[src/rtl/ex_mem_pipe.sv]
// EX->MEM pipeline register with a 2-entry skid buffer (main M, skid S), gated side-effect
// controls and a saturating stall counter. ready_o is a pure flop output (no ready_i path).
module ex_mem_pipe #(
  parameter int DATA_W     = 32,
  parameter int REG_ADDR_W = 5,
  parameter int CNT_W      = 16
) (
  input  logic                  clk_i,
  input  logic                  rst_n_i,
  input  logic                  valid_i,
  output logic                  ready_o,
  input  logic [DATA_W-1:0]     alu_result_i,
  input  logic                  zero_i,
  input  logic [DATA_W-1:0]     store_data_i,
  input  logic [REG_ADDR_W-1:0] rd_addr_i,
  input  logic                  reg_write_i,
  input  logic                  mem_read_i,
  input  logic                  mem_write_i,
  input  logic                  mem_to_reg_i,
  input  logic                  flush_i,
  output logic                  valid_o,
  input  logic                  ready_i,
  output logic [DATA_W-1:0]     alu_result_o,
  output logic                  zero_o,
  output logic [DATA_W-1:0]     store_data_o,
  output logic [REG_ADDR_W-1:0] rd_addr_o,
  output logic                  reg_write_o,
  output logic                  mem_read_o,
  output logic                  mem_write_o,
  output logic                  mem_to_reg_o,
  output logic [CNT_W-1:0]      stall_cnt_o
);

  typedef struct packed {
    logic [DATA_W-1:0]     alu_result;
    logic                  zero;
    logic [DATA_W-1:0]     store_data;
    logic [REG_ADDR_W-1:0] rd_addr;
    logic                  reg_write;
    logic                  mem_read;
    logic                  mem_write;
    logic                  mem_to_reg;
  } payload_t;

  payload_t         m_q, m_d, s_q, s_d, in_pl;
  logic             m_valid_q, m_valid_d, s_valid_q, s_valid_d;
  logic [CNT_W-1:0] stall_cnt_q, stall_cnt_d;
  logic             accept, drain;

  assign in_pl = '{alu_result: alu_result_i, zero: zero_i, store_data: store_data_i,
                   rd_addr: rd_addr_i, reg_write: reg_write_i, mem_read: mem_read_i,
                   mem_write: mem_write_i, mem_to_reg: mem_to_reg_i};

  assign ready_o = ~s_valid_q;
  assign valid_o = m_valid_q;
  assign accept  = valid_i & ready_o;
  assign drain   = m_valid_q & ready_i;

  // Occupancy moves EMPTY(0,0) -> ONE(1,0) -> FULL(1,1); S only fills when M is busy.
  always_comb begin
    m_d       = m_q;
    s_d       = s_q;
    m_valid_d = m_valid_q;
    s_valid_d = s_valid_q;
    if (flush_i) begin
      m_valid_d = 1'b0;
      s_valid_d = 1'b0;
    end else if (!m_valid_q) begin
      if (accept) begin
        m_d       = in_pl;
        m_valid_d = 1'b1;
      end
    end else if (!s_valid_q) begin
      if (accept && drain) begin
        m_d = in_pl;
      end else if (drain) begin
        m_valid_d = 1'b0;
      end else if (accept) begin
        s_d       = in_pl;
        s_valid_d = 1'b1;
      end
    end else if (drain) begin
      m_d       = s_q;
      s_valid_d = 1'b0;
    end
  end

  always_comb begin
    stall_cnt_d = stall_cnt_q;
    if (m_valid_q && !ready_i && (stall_cnt_q != {CNT_W{1'b1}}))
      stall_cnt_d = stall_cnt_q + CNT_W'(1);
  end

  always_ff @(posedge clk_i or negedge rst_n_i) begin
    if (!rst_n_i) begin
      m_q         <= '0;
      s_q         <= '0;
      m_valid_q   <= 1'b0;
      s_valid_q   <= 1'b0;
      stall_cnt_q <= '0;
    end else begin
      m_q         <= m_d;
      s_q         <= s_d;
      m_valid_q   <= m_valid_d;
      s_valid_q   <= s_valid_d;
      stall_cnt_q <= stall_cnt_d;
    end
  end

  // Bubbles and writes to $0 must never reach the register file or memory.
  assign reg_write_o  = m_valid_q & m_q.reg_write & (m_q.rd_addr != '0);
  assign mem_read_o   = m_valid_q & m_q.mem_read;
  assign mem_write_o  = m_valid_q & m_q.mem_write;
  assign mem_to_reg_o = m_valid_q & m_q.mem_to_reg;

  assign alu_result_o = m_q.alu_result;
  assign zero_o       = m_q.zero;
  assign store_data_o = m_q.store_data;
  assign rd_addr_o    = m_q.rd_addr;
  assign stall_cnt_o  = stall_cnt_q;

endmodule

[config.mk]
export PLATFORM = sky130hd
export DESIGN_NAME = ex_mem_pipe
export DESIGN_NICKNAME = d
export VERILOG_FILES = /design/src/rtl/ex_mem_pipe.sv
export SDC_FILE = /design/constraint.sdc
export NUM_CORES = 1
export LEC_CHECK = 0
export ABC_AREA = 1
export CELL_PAD_IN_SITES_DETAIL_PLACEMENT = 1
export CELL_PAD_IN_SITES_GLOBAL_PLACEMENT = 1
export CORE_MARGIN = 2
export CORE_UTILIZATION = 39
export DETAILED_ROUTE_END_ITERATION = 7
export GPL_TIMING_DRIVEN = 0
export PLACE_DENSITY = 0.78
export SLEW_MARGIN = 20
export SYNTH_ARGS = -nofsm -noshare
export SYNTH_HDL_FRONTEND = slang
export SYNTH_SLANG_ARGS = --single-unit
[constraint.sdc]
create_clock -name clk_i -period 1.9 [get_ports clk_i]
set_clock_uncertainty 0.2 [all_clocks]
set_input_delay 0.57 -clock clk_i [delete_from_list [all_inputs] [get_ports clk_i]]
set_output_delay 0.57 -clock clk_i [all_outputs]
set_load 0.01 [all_outputs]
=== Word-level counts from Yosys, hierarchy flattened ===
Cells that the tools add are included.

* Register bits: 166
* Output and inout port bits: 92

* $add $sub $neg: 1
* Eq/ne operators: 3
* Mux-type cells: 16
* Bitwise gates (word level): 11
* Reduce and logical (&&, ||, !) cells: 9

{| class="wikitable"
|+ Operators with widths
! cell !! number
|-
| $mux 74 || 5
|-
| $add 16x1->16 const B || 1
|-
| $ne 16x16->1 const B || 1
|-
| $mux 1 || 11
|-
| $and 1x1->1 || 7
|-
| $reduce_and 6->1 || 1
|-
| $reduce_bool 5->1 || 1
|-
| $not 1->1 || 4
|-
| $reduce_and 4->1 || 1
|-
| $reduce_bool 2->1 || 2
|-
| $logic_and 1x1->1 || 3
|-
| $ne 3x1->1 const B || 1
|-
| $ne 3x2->1 const B || 1
|-
| $logic_not 1->1 || 1
|}

=== Depth between registers and ports, before layout ===
Gate-level depths: netlist of run 1.

* Depth after elaboration: 8
* Gate-level depth with buffers: 10
* Depth with buffers taken out: 9

=== Worst setup path after synthesis of run 1 ===
OpenSTA, ideal clock, no wires.

* Path kind: reg-to-reg
* Start point: register stall_cnt_q[0], in the netlist stall_cnt_o[0]
* End point: register stall_cnt_q[15], in the netlist stall_cnt_o[15]
* Setup time: 0.065 ns
* Arrival time: 1.502 ns
* Slack: 0.133 ns
* Cell stages (with the launch flop): 9
* Buffers on the path: 0
* Cells stage by stage: dfrtp_1 -> ha_1 -> nand3_2 -> inv_1 -> nand2_1 -> inv_1 -> a21oi_1 -> nand2_1 -> nand2_1

* Longest elaborated chain between the ends: 2
* Elaborated cells between the ends (all ways): 3
* Those cells by class: 1 x add/sub; 1 x eq/ne; 1 x reduce/logical

{| class="wikitable"
|+ RTL lines
! what !! RTL line !! RTL
|-
| from (decl) || 47 || <nowiki>logic [CNT_W-1:0] stall_cnt_q, stall_cnt_d;</nowiki>
|-
| from (signal assigned) || 106 || <nowiki>stall_cnt_q <= stall_cnt_d;</nowiki>
|-
| branches (longest 2 deep; another with $add 16x1->16) || n/a ||
|}

Several ways; the timed one is not identified.
A chain may end at the register's enable or synchronous reset.

=== Worst setup path in the final report of run 1 ===
* Start point: register m_q, in the netlist rd_addr_o[2]
* End point: output reg_write_o

* Longest elaborated chain between the ends: 2

{| class="wikitable"
|+ RTL lines
! what !! RTL line !! RTL
|-
| from (decl) || 45 || <nowiki>payload_t m_q, m_d, s_q, s_d, in_pl;</nowiki>
|-
| from (signal assigned) || 102 || <nowiki>m_q <= m_d;</nowiki>
|-
| $reduce_bool 5->1 || 111 || <nowiki>assign reg_write_o = m_valid_q & m_q.reg_write & (m_q.rd_addr != '0);</nowiki>
|-
| $and 1x1->1 || 111 ||
|-
| to (decl) || 27 || <nowiki>output logic reg_write_o,</nowiki>
|}

Every way passes these cells.

==> results of run 1 <==
-- registers in the layout, summed over array words and instances, names as in the netlist --
| signal | flops |
|---|---|
| alu_result_o | 32 |
| m_q | 4 |
| rd_addr_o | 5 |
| s_q | 74 |
| s_valid_q | 1 |
| stall_cnt_o | 16 |
| store_data_o | 32 |
| valid_o | 1 |
| zero_o | 1 |
-- power by group --
| group | switching [W] | internal (W) |
|---|---|---|
| sequential | 0.000411 | 0.00428 |
| clock | 0.00156 | 0.00238 |
| combinational | 0.00173 | 0.00182 |
| total | 0.00370 | 0.00848 |
-- Yosys cell counts, drive strengths merged --
master | n | area (um2)
nand3b | 1 | 7.510
nand4 | 4 | 40.04
nand2 | 220 | 840.8
a211oi | 1 | 7.510
a21o | 1 | 7.510
and2 | 1 | 6.260
inv | 168 | 635.6
xnor2 | 7 | 61.31
ha | 1 | 12.51
a21oi | 78 | 559.3
buf | 110 | 900.9
nand3 | 7 | 40.04
dfrtp | 166 | 4154
clkbuf | 9 | 33.78
o211ai | 1 | 7.510
nor2 | 93 | 618.1
nor3 | 1 | 16.27
o21ai | 154 | 808.3
-- worst min-delay path, delay by kind of cell, from the launching register on --
kind / cells / cell delay [ps]
and+or+nand+nor: 1 / 70
AOI/OAI and AO/OA: 1 / 50
DFF: 1 / 340
-- kinds of logic after synthesis --
kind of cell               share of synthesized area [%]
AOI/OAI and AO/OA                                  15.87
DFF                                                47.44
adders and majority gates                         0.1429
xor gates and xnor gates                          0.7001
and+or+nand+nor                                    17.92
buffers and inverters                              17.93
-- layout make-up --
class / count / area [um2] / area share, %
diodes: 3 / 7.507 / 0.05666
clock buffers: 21 / 450.4 / 3.400
flip-flops and latches: 166 / 4163 / 31.42
multi-input cells: 571 / 3613 / 27.27
well taps: 280 / 350.3 / 2.644
plain buffers: 114 / 1206 / 9.104
clock inverters: 11 / 197.7 / 1.492
repair buffers: 258 / 2618 / 19.76
inverters: 168 / 643.1 / 4.854
-- final timing paths --
kind | from | endpoint | cells after the start
worst max register to register | valid_o | s_q[35] | 12
worst min register to register | s_q[70] | s_q[70] | 2
max in group asynchronous | rst_n_i | stall_cnt_o[7] | 4
worst min-delay path | s_q[70] | s_q[70] | 2
worst max-delay path | rd_addr_o[2] | reg_write_o | 5
min in group asynchronous | rst_n_i | store_data_o[19] | 2
-- layer usage --
metal / vias up / GRT usage, %
met5: - / 0
met4: 0 / 5.830
met3: 38 / 4.087
met2: 155 / 38.57
met1: 3927 / 29.15
li1: 3651 / -
-- through the flow --
step	instance area, um2	utilization (%)
4_1_cts	11570	52.68
6_report	13250	60.34
3_5_place_dp	10870	49.50
3_3_place_gp	10810	49.23
2_1_floorplan	8757	-
5_1_grt	13240	60.31
-- repair_timing --
action,4_1_cts,5_1_grt
setup endpoints to repair,248,228
pin swaps,3,7
hold buffers,1,0
endpoints found under the hold margin,45,0
buffers inserted,38,22
gates resized for setup,390,258
gates cloned,2,25
==> metrics, run 1 <==
Detail Route met2 WL 15800 um; R2R setup slack -170 ps; maximum vdd ir drop 0.6643 mV; Rows 54; port bufs 170; first-pass GRT wire length 42010 um; Slew Viols, Final 0; commonest non-fill, non-tap cell in the layout dfrtp_1; Die Area about 24000 um2; DRC Markers 0; Final period util 115.5%; max_cap viols 0; Max Fanout on Critical Path 2; 1st-iter DRT viols 335; WL met1 around 13000 um; most frequent cells in the layout 159 x dfrtp_1, 158 x inv_1, 154 x nand2_1; setup violators final roughly 150; Leak 6.694 nW; GRT overflow 0; drt wl/cell 19.04 um; final std cells w/o fill 1592; gpl congestion between 0.7 and 0.8; vias in the first global route 7965; clock slew at reported path FFs about 70 ps; flops & latches, synth 166; PwrDens approximately 900 nW/um2; YS warnings 0; top sig layer met4; height of the die approximately 150 um; delay-heaviest family, CP flip-flops; failing checks negative setup slack; Data arrival, critical path roughly 1400 ps; Max Freq 455.8 MHz; total power 0.01218 W; critical path's largest stage delay around 400 ps; Worst Hold Class flop to flop; Clock Root Buffer clkbuf_16; synth unique cells 33; crit-path cells inv_2 > nand4_1 > o211ai_1 > inv_1 > buf_6; core box area 21960 um2; fin nets 1376; Clk Latency, worst-skew pair 440 ps; Least-Margin Pin Slew between 400 and 500 ps; first-pass detailed-route iteration total 6; Clock Tree Buf Depth 2; Post-Route Setup TNS -13980 ps; kind of end point of the critical path output pin; post-layout worst setup margin -294.0 ps; CP Launch Type flop; HPWL after detailed placement about 17000 um; Place WS -748.3 ps; filler instances ~2.4k; H-tree levels 4; cell total after placement 1475; CTS tree yes; Initial Utilization 39.88%; share of layout cells above drive strength 1 41.86%; Via Count 7771; CP bufs+invs 3; worst hold slack slightly below 300 ps; crit path kind flop to output pin; final hold vios 0; Mapped Nets 1103; Die W 153.8 um; largest net degree at the start of global routing 65; Clock Sink Count 166; Layout area overhead 51.29%; Post-Synthesis Cells 1023; Inserted Clock Buffers 17; met3 WL ~1000 um; synthesized cell area 8757 um2; sequential fraction of the synthesis area 47.44%; Max-slew headroom 73.19%; Critical-path top delay cell dfrtp_1; total track usage 22.37%; # IOs ~170; mean post-synth cell area ~8.6 um2; Antenna Violating Nets Remaining 0; total wire length 30310 um; post-route minimum period ~2200 ps; Req. time, crit path 1130 ps; RSZ-0062 raised after global routing yes; initial antenna violation count 1; status complete, but fails checks; Via-to-Cell Ratio between 4 and 5
Power figures use the tool's default switching activity.
==> run 2, diff against run 1 <==
--- a/config.mk
+++ b/config.mk
@@ -13,7 +13,6 @@
 export DETAILED_ROUTE_END_ITERATION = 7
 export GPL_TIMING_DRIVEN = 0
 export PLACE_DENSITY = 0.78
-export SLEW_MARGIN = 20
 export SYNTH_ARGS = -nofsm -noshare
 export SYNTH_HDL_FRONTEND = slang
 export SYNTH_SLANG_ARGS = --single-unit
==> run 2 against run 1 <==
Compared with the run above: the run still ends with negative setup slack left; first-iteration DRC count shrank 16%; non-clock buffer count up 4; worst setup slack got worse by 0.64 ps; highest routed layer unchanged; critical path type unchanged; clock power shrank 9.4%; worst hold slack better by 19 ps; global-route usage grew 3.8 points; sequential power is 2% higher; clock-buffer cell count down 3.
==> metrics, run 2 (same netlist as run 1, synthesis figures left out) <==
PwrDens 888.4 nW/um2 (-3.4%); Largest Register s_q; maximum vdd ir drop 0.5623 mV (-15%); Clock Root Buffer clkbuf_16; initial antenna violation count 0 (-1); largest net degree at the start of global routing 102 (+57%); CTS tree yes; total wire length 32090 um (+5.9%); Hold Crit Depth 2 (unchanged); CP bufs+invs 3 (unchanged); Via-to-Cell Ratio 4.954 (+1.5%); Critical-path top delay cell dfrtp_1; Worst Hold Class flop to flop; Leak 6.932 nW (+3.6%); WHS Endpoint s_q[41]; DRC Markers 0 (unchanged); critical path's largest stage delay 390 ps (about the same); Clk Latency, worst-skew pair 450 ps (about the same); Max Freq 455.7 MHz (about the same); fin nets 1379 (+0.22%); Req. time, crit path 1130 ps (about the same); post-route minimum period 2195 ps (+0.6420 ps); Final period util 115.5% (about the same); Antenna Violating Nets Remaining 0 (unchanged); first-pass GRT wire length 47900 um (+14%); total power 0.01222 W (+0.33%); Clock Tree Buf Depth 2 (unchanged); Slew Viols, Final 0 (unchanged); port bufs 170 (unchanged); CP Launch Type flop; Inserted Clock Buffers 17 (unchanged); HPWL after detailed placement 16810 um (-0.69%); drt wl/cell 20.13 um (+5.7%); delay-heaviest family, CP flip-flops; area post-placement 10840 um2 (-0.25%); Clock Sink Count 166 (unchanged); Max Fanout on Critical Path 2 (unchanged); most frequent cells in the layout 159 x inv_1, 158 x dfrtp_1, 119 x buf_4; Die W 153.8 um (unchanged); # IOs 171 (unchanged); post-layout worst setup margin -294.6 ps (-0.6420 ps); R2R Path Start valid_o; Layout area overhead 57.11%; vias in the first global route 8560 (+7.5%); Data arrival, critical path 1420 ps (about the same); max_cap viols 0 (unchanged); height of the die 153.8 um (unchanged); max FFs per register 74 (unchanged); clock slew at reported path FFs 70 ps (about the same); crit path kind flop to output pin; core box area 21960 um2 (unchanged); Least-Margin Pin Slew 567.6 ps (+165.4 ps); crit-path cells inv_2 > nand4_1 > o211ai_1 > inv_1 > buf_6; Hold Crit Start s_q[41]; Place WS -745.9 ps (+2.362 ps); failing checks negative setup slack; total track usage 26.18% (+3.8 points); gpl congestion 0.7518 (unchanged); Via Count 7897 (+1.6%); first-pass detailed-route iteration total 4 (-2); kind of end point of the critical path output pin; H-tree levels 4 (unchanged); 1st-iter DRT viols 280 (-16%); FF-to-FF End s_q[65]; final instance area 13760 um2 (+3.8%); RSZ-0062 raised after global routing yes; GRT overflow 0 (unchanged); reg2reg path depth 11 (-1); Die Area 23670 um2 (unchanged); final hold vios 0 (unchanged); share of layout cells above drive strength 1 47.64% (+5.8 points); setup violators final 148 (-2.6%); commonest non-fill, non-tap cell in the layout inv_1; Max-slew headroom 62.16% (-11 points); Rows 54 (unchanged); Initial Utilization 39.88% (unchanged); R2R setup slack -120 ps (+50 ps); status complete, but fails checks
-- run 2: cell types whose count changed in the layout (fill, tap and decap cells not counted), sizes merged --
cell	change
a21oi	-1
buf	+27
clkinv	+4
diode	-1
clkinvlp	-1
bufinv	-4
clkbuf	-25
dlygate4sd2	-1
inv	+4
-- run 2: power by group --
| group | switching [W] | internal (W) |
|---|---|---|
| logic | 0.00190 | 0.00199 |
| clock network | 0.00168 | 0.00188 |
| registers | 0.000484 | 0.00428 |
-- run 2: what timing repair did --
action,CTS,global route
hold endpoints to repair,65,0
hold buffers,1,0
gates cloned,25,4
pin swaps,17,12
setup endpoints to repair,250,237
gates resized for setup,593,214
buffers inserted,57,19
-- run 2: stage by stage --
| stage | instances | setup TNS [ps] | hold WS [ps] | util, % |
|---|---|---|---|---|
| floorplan | 1023 | 0 | 74.41 | - |
| global placement | 1473 | -1295270 | 264.4 | 49.23 |
| detailed placement | 1474 | -98170 | 273.0 | 49.37 |
| CTS | 1585 | -10950 | 294.6 | 58.92 |
| global route | 1592 | -18590 | 330.7 | 62.63 |
| finish | 1594 | -9938 | 308.4 | 62.66 |
-- run 2: layer usage --
layer	vias to the layer above	GRT usage, %	wire length, um
li1	3650	-	-
met1	4013	32.71	13160
met2	185	47.10	16900
met3	49	4.002	1221
met4	0	7.388	809
met5	-	0	0
-- run 2: worst min-delay path, stage by stage, from the launching register on --
cell     delay [ps]
dfrtp_1         360
nand2_2          50
o21ai_1          60
-- run 2: worst max-delay path by stage --
stage | cells past startpoint | start | end | slack (ps)
after detailed placement | 7 | valid_i | store_data_o[14] | -750
after global placement | 1 | rst_n_i | stall_cnt_o[7] | -7240
after floorplan | 8 | stall_cnt_o[0] | stall_cnt_o[15] | 130
after CTS | 5 | rd_addr_o[1] | reg_write_o | -360
final | 5 | rd_addr_o[2] | reg_write_o | -290
after global routing | 5 | rd_addr_o[1] | reg_write_o | -350
-- run 2: final cells by class --
type                            instances  area (um2)
Tap cell                              280       350.3
Buffer                                108        1102
Inverter                              168       640.6
Timing Repair Buffer                  268        2795
Clock buffer                           18       439.2
Fill cell                            2356        8200
Multi-Input combinational cell        570        4118
Sequential cell                       166        4164
Antenna cell                            2       5.005
Clock inverter                         14       143.9
==> run 3, diff against run 2 <==
--- a/config.mk
+++ b/config.mk
@@ -8,11 +8,12 @@
 export ABC_AREA = 1
 export CELL_PAD_IN_SITES_DETAIL_PLACEMENT = 1
 export CELL_PAD_IN_SITES_GLOBAL_PLACEMENT = 1
-export CORE_MARGIN = 2
-export CORE_UTILIZATION = 39
+export CORE_MARGIN = 3
+export CORE_UTILIZATION = 42
 export DETAILED_ROUTE_END_ITERATION = 7
+export GPL_ROUTABILITY_DRIVEN = 0
 export GPL_TIMING_DRIVEN = 0
-export PLACE_DENSITY = 0.78
+export PLACE_DENSITY = 0.83
 export SYNTH_ARGS = -nofsm -noshare
 export SYNTH_HDL_FRONTEND = slang
 export SYNTH_SLANG_ARGS = --single-unit
==> constraint.sdc (replaced) <==
create_clock -name clk_i -period 2.6 [get_ports clk_i]
set_clock_uncertainty 0.2 [all_clocks]
set_input_delay 0.78 -clock clk_i [delete_from_list [all_inputs] [get_ports clk_i]]
set_output_delay 0.78 -clock clk_i [all_outputs]
set_load 0.01 [all_outputs]
==> run 3 against run 2 <==
Compared with the run above: the run now ends clean; die area fell by 4.4%; wire length fell by 24%; worst hold slack worse by 270 ps; register-to-register slack gained 530 ps; non-clock buffer count is 85 lower; sequential share of layout area grew 6.0 points; global-route usage shrank 3.7 points; sequential power fell by 28%; via count shrank 11%; design area fell by 17%.
==> metrics, run 3 (same netlist as run 1, synthesis figures left out) <==
status complete, no violations; Rows 52 (-3.7%); max FFs per register 74 (unchanged); Clock Sink Count 166 (unchanged); Worst Hold Class input port to async pin; largest net degree at the start of global routing 118 (+16%); RSZ-0062 raised after global routing no; Max-slew headroom 45.75% (-16 points); register area 4154 um2 (-0.24%); Gate power share 26.1% (-5.7 points); share of layout cells above drive strength 1 20.13% (-28 points); critical path's largest stage delay 590 ps (+200 ps); Largest Register s_q; Post-Route Setup TNS 0 ps (+9938 ps); DRC Markers 0 (unchanged); port bufs 170 (unchanged); switching power 0.002400 W (-41%); first-pass GRT wire length 39910 um (-17%); Flop pwr share 41.5% (+2.5 points); final instance area 11440 um2 (-17%); Least-Margin Pin Slew 813.7 ps (+246.1 ps); total track usage 22.49% (-3.7 points); drt wl/cell 16.24 um (-19%); PwrDens 721.3 nW/um2 (-19%); Leak 5.574 nW (-20%); Final period util 95.62%; Util after Layout 56.19% (-6.5 points); total power 0.008255 W (-32%); Inserted Clock Buffers 17 (unchanged); Switching Share 29.08% (-4.2 points); first-pass detailed-route iteration total 4 (unchanged); commonest non-fill, non-tap cell in the layout nand2_1; Internal 0.005854 W (-28%); proportion of power drawn by the clock network 32.5% (+3.3 points); CTS Hold Bufs 0 (-1); core box area 20360 um2 (-7.3%); Clk Latency, worst-skew pair 430 ps (-20 ps); # IOs 171 (unchanged); delay-heaviest family, CP buffers and inverters; GRT overflow 0 (unchanged); Clock Root Buffer clkbuf_16; Data arrival, critical path 1510 ps (+90 ps); CP Launch Type flop; Layout area overhead 30.68%; max_cap viols 0 (unchanged); initial antenna violation count 1 (+1); fin nets 1294 (-6.2%); multi-input combinational cell area 3033 um2 (-26%); vias in the first global route 7731 (-9.7%); Req. time, crit path 1620 ps (+490 ps); H-tree levels 4 (unchanged); clock slew at reported path FFs 70 ps (about the same); R2R setup slack 410 ps (+530 ps); setup violators final 0 (-100%); Antenna Violating Nets Remaining 0 (unchanged); post-route minimum period 2486 ps; maximum vdd ir drop 0.4803 mV (-15%); Via-to-Cell Ratio 4.713 (-4.9%); final hold vios 0 (unchanged); kind of end point of the critical path output pin; HPWL after detailed placement 17020 um (+1.3%); crit-path cells clkdlybuf4s50_1; Critical-path top delay cell clkdlybuf4s50_1; worst hold slack 39.90 ps (-268.5 ps); filler instances 2390 (+1.4%); height of the die 150.4 um (-2.2%); Via Count 7060 (-11%); total wire length 24330 um (-24%); Die Area 22620 um2 (-4.4%); area post-placement 10830 um2 (-0.12%); CTS tree yes; Slew Viols, Final 0 (unchanged); Clock Tree Buf Depth 2 (unchanged); Max Fanout on Critical Path 7 (+5); most frequent cells in the layout 218 x nand2_1, 166 x inv_1, 166 x dfrtp_1; Die W 150.4 um (-2.2%); Initial Utilization 43.00% (+3.1 points); CP bufs+invs 1 (-2); crit path kind flop to output pin; Max Freq 402.2 MHz; 1st-iter DRT viols 241 (-14%)
[run 3: area by class of cell]
type                    instances  share of cell area (%)
well taps                     270                   2.952
inverters                     168                   5.554
repair buffers                172                   15.14
clock buffers                  19                   3.871
clock inverters                13                   1.476
flip-flops and latches        166                   36.30
plain buffers                 119                   8.178
diodes                          1                 0.02187
multi-input cells             570                   26.50
[run 3: routing by layer]
metal	up-vias	track usage, %	share of wire (%)
met5	-	0	0
met4	0	5.764	1.1
met3	16	4.425	4.1
met2	123	39.61	52
met1	3461	28.33	43
li1	3460	-	-
[run 3: timing repair]
item	4_1_cts	5_1_grt
setup buffers	1	0
pin swaps	2	0
setup endpoints to repair	4	1
resized for setup	7	2
[run 3: final timing paths]
check                               start                to  cells after the start
max reg2reg                stall_cnt_o[0]   stall_cnt_o[10]                      8
max                        stall_cnt_o[2]    stall_cnt_o[2]                      1
min in group clk_i                s_q[70]           s_q[70]                      2
min                               rst_n_i  store_data_o[18]                      1
min reg2reg                       s_q[70]           s_q[70]                      2
max in group asynchronous         rst_n_i   stall_cnt_o[14]                      2
[run 3: metrics by stage]
step | std cells | setup WS (ps)
final | 1498 | 113.9
after global placement | 1463 | -6659
after CTS | 1497 | 76.50
after global routing | 1498 | 2.876
after detailed placement | 1464 | -261.5
after floorplan | 1023 | 692.3
[run 3: power groups by stage]
stage                     Clock, W  Combinational [W]  Sequential (W)
after floorplan                  0            0.00123         0.00339
after global placement           0            0.00209         0.00344
after detailed placement         0            0.00217         0.00346
after CTS                  0.00272            0.00220         0.00343
after global routing       0.00284            0.00239         0.00348
final                      0.00268            0.00215         0.00342
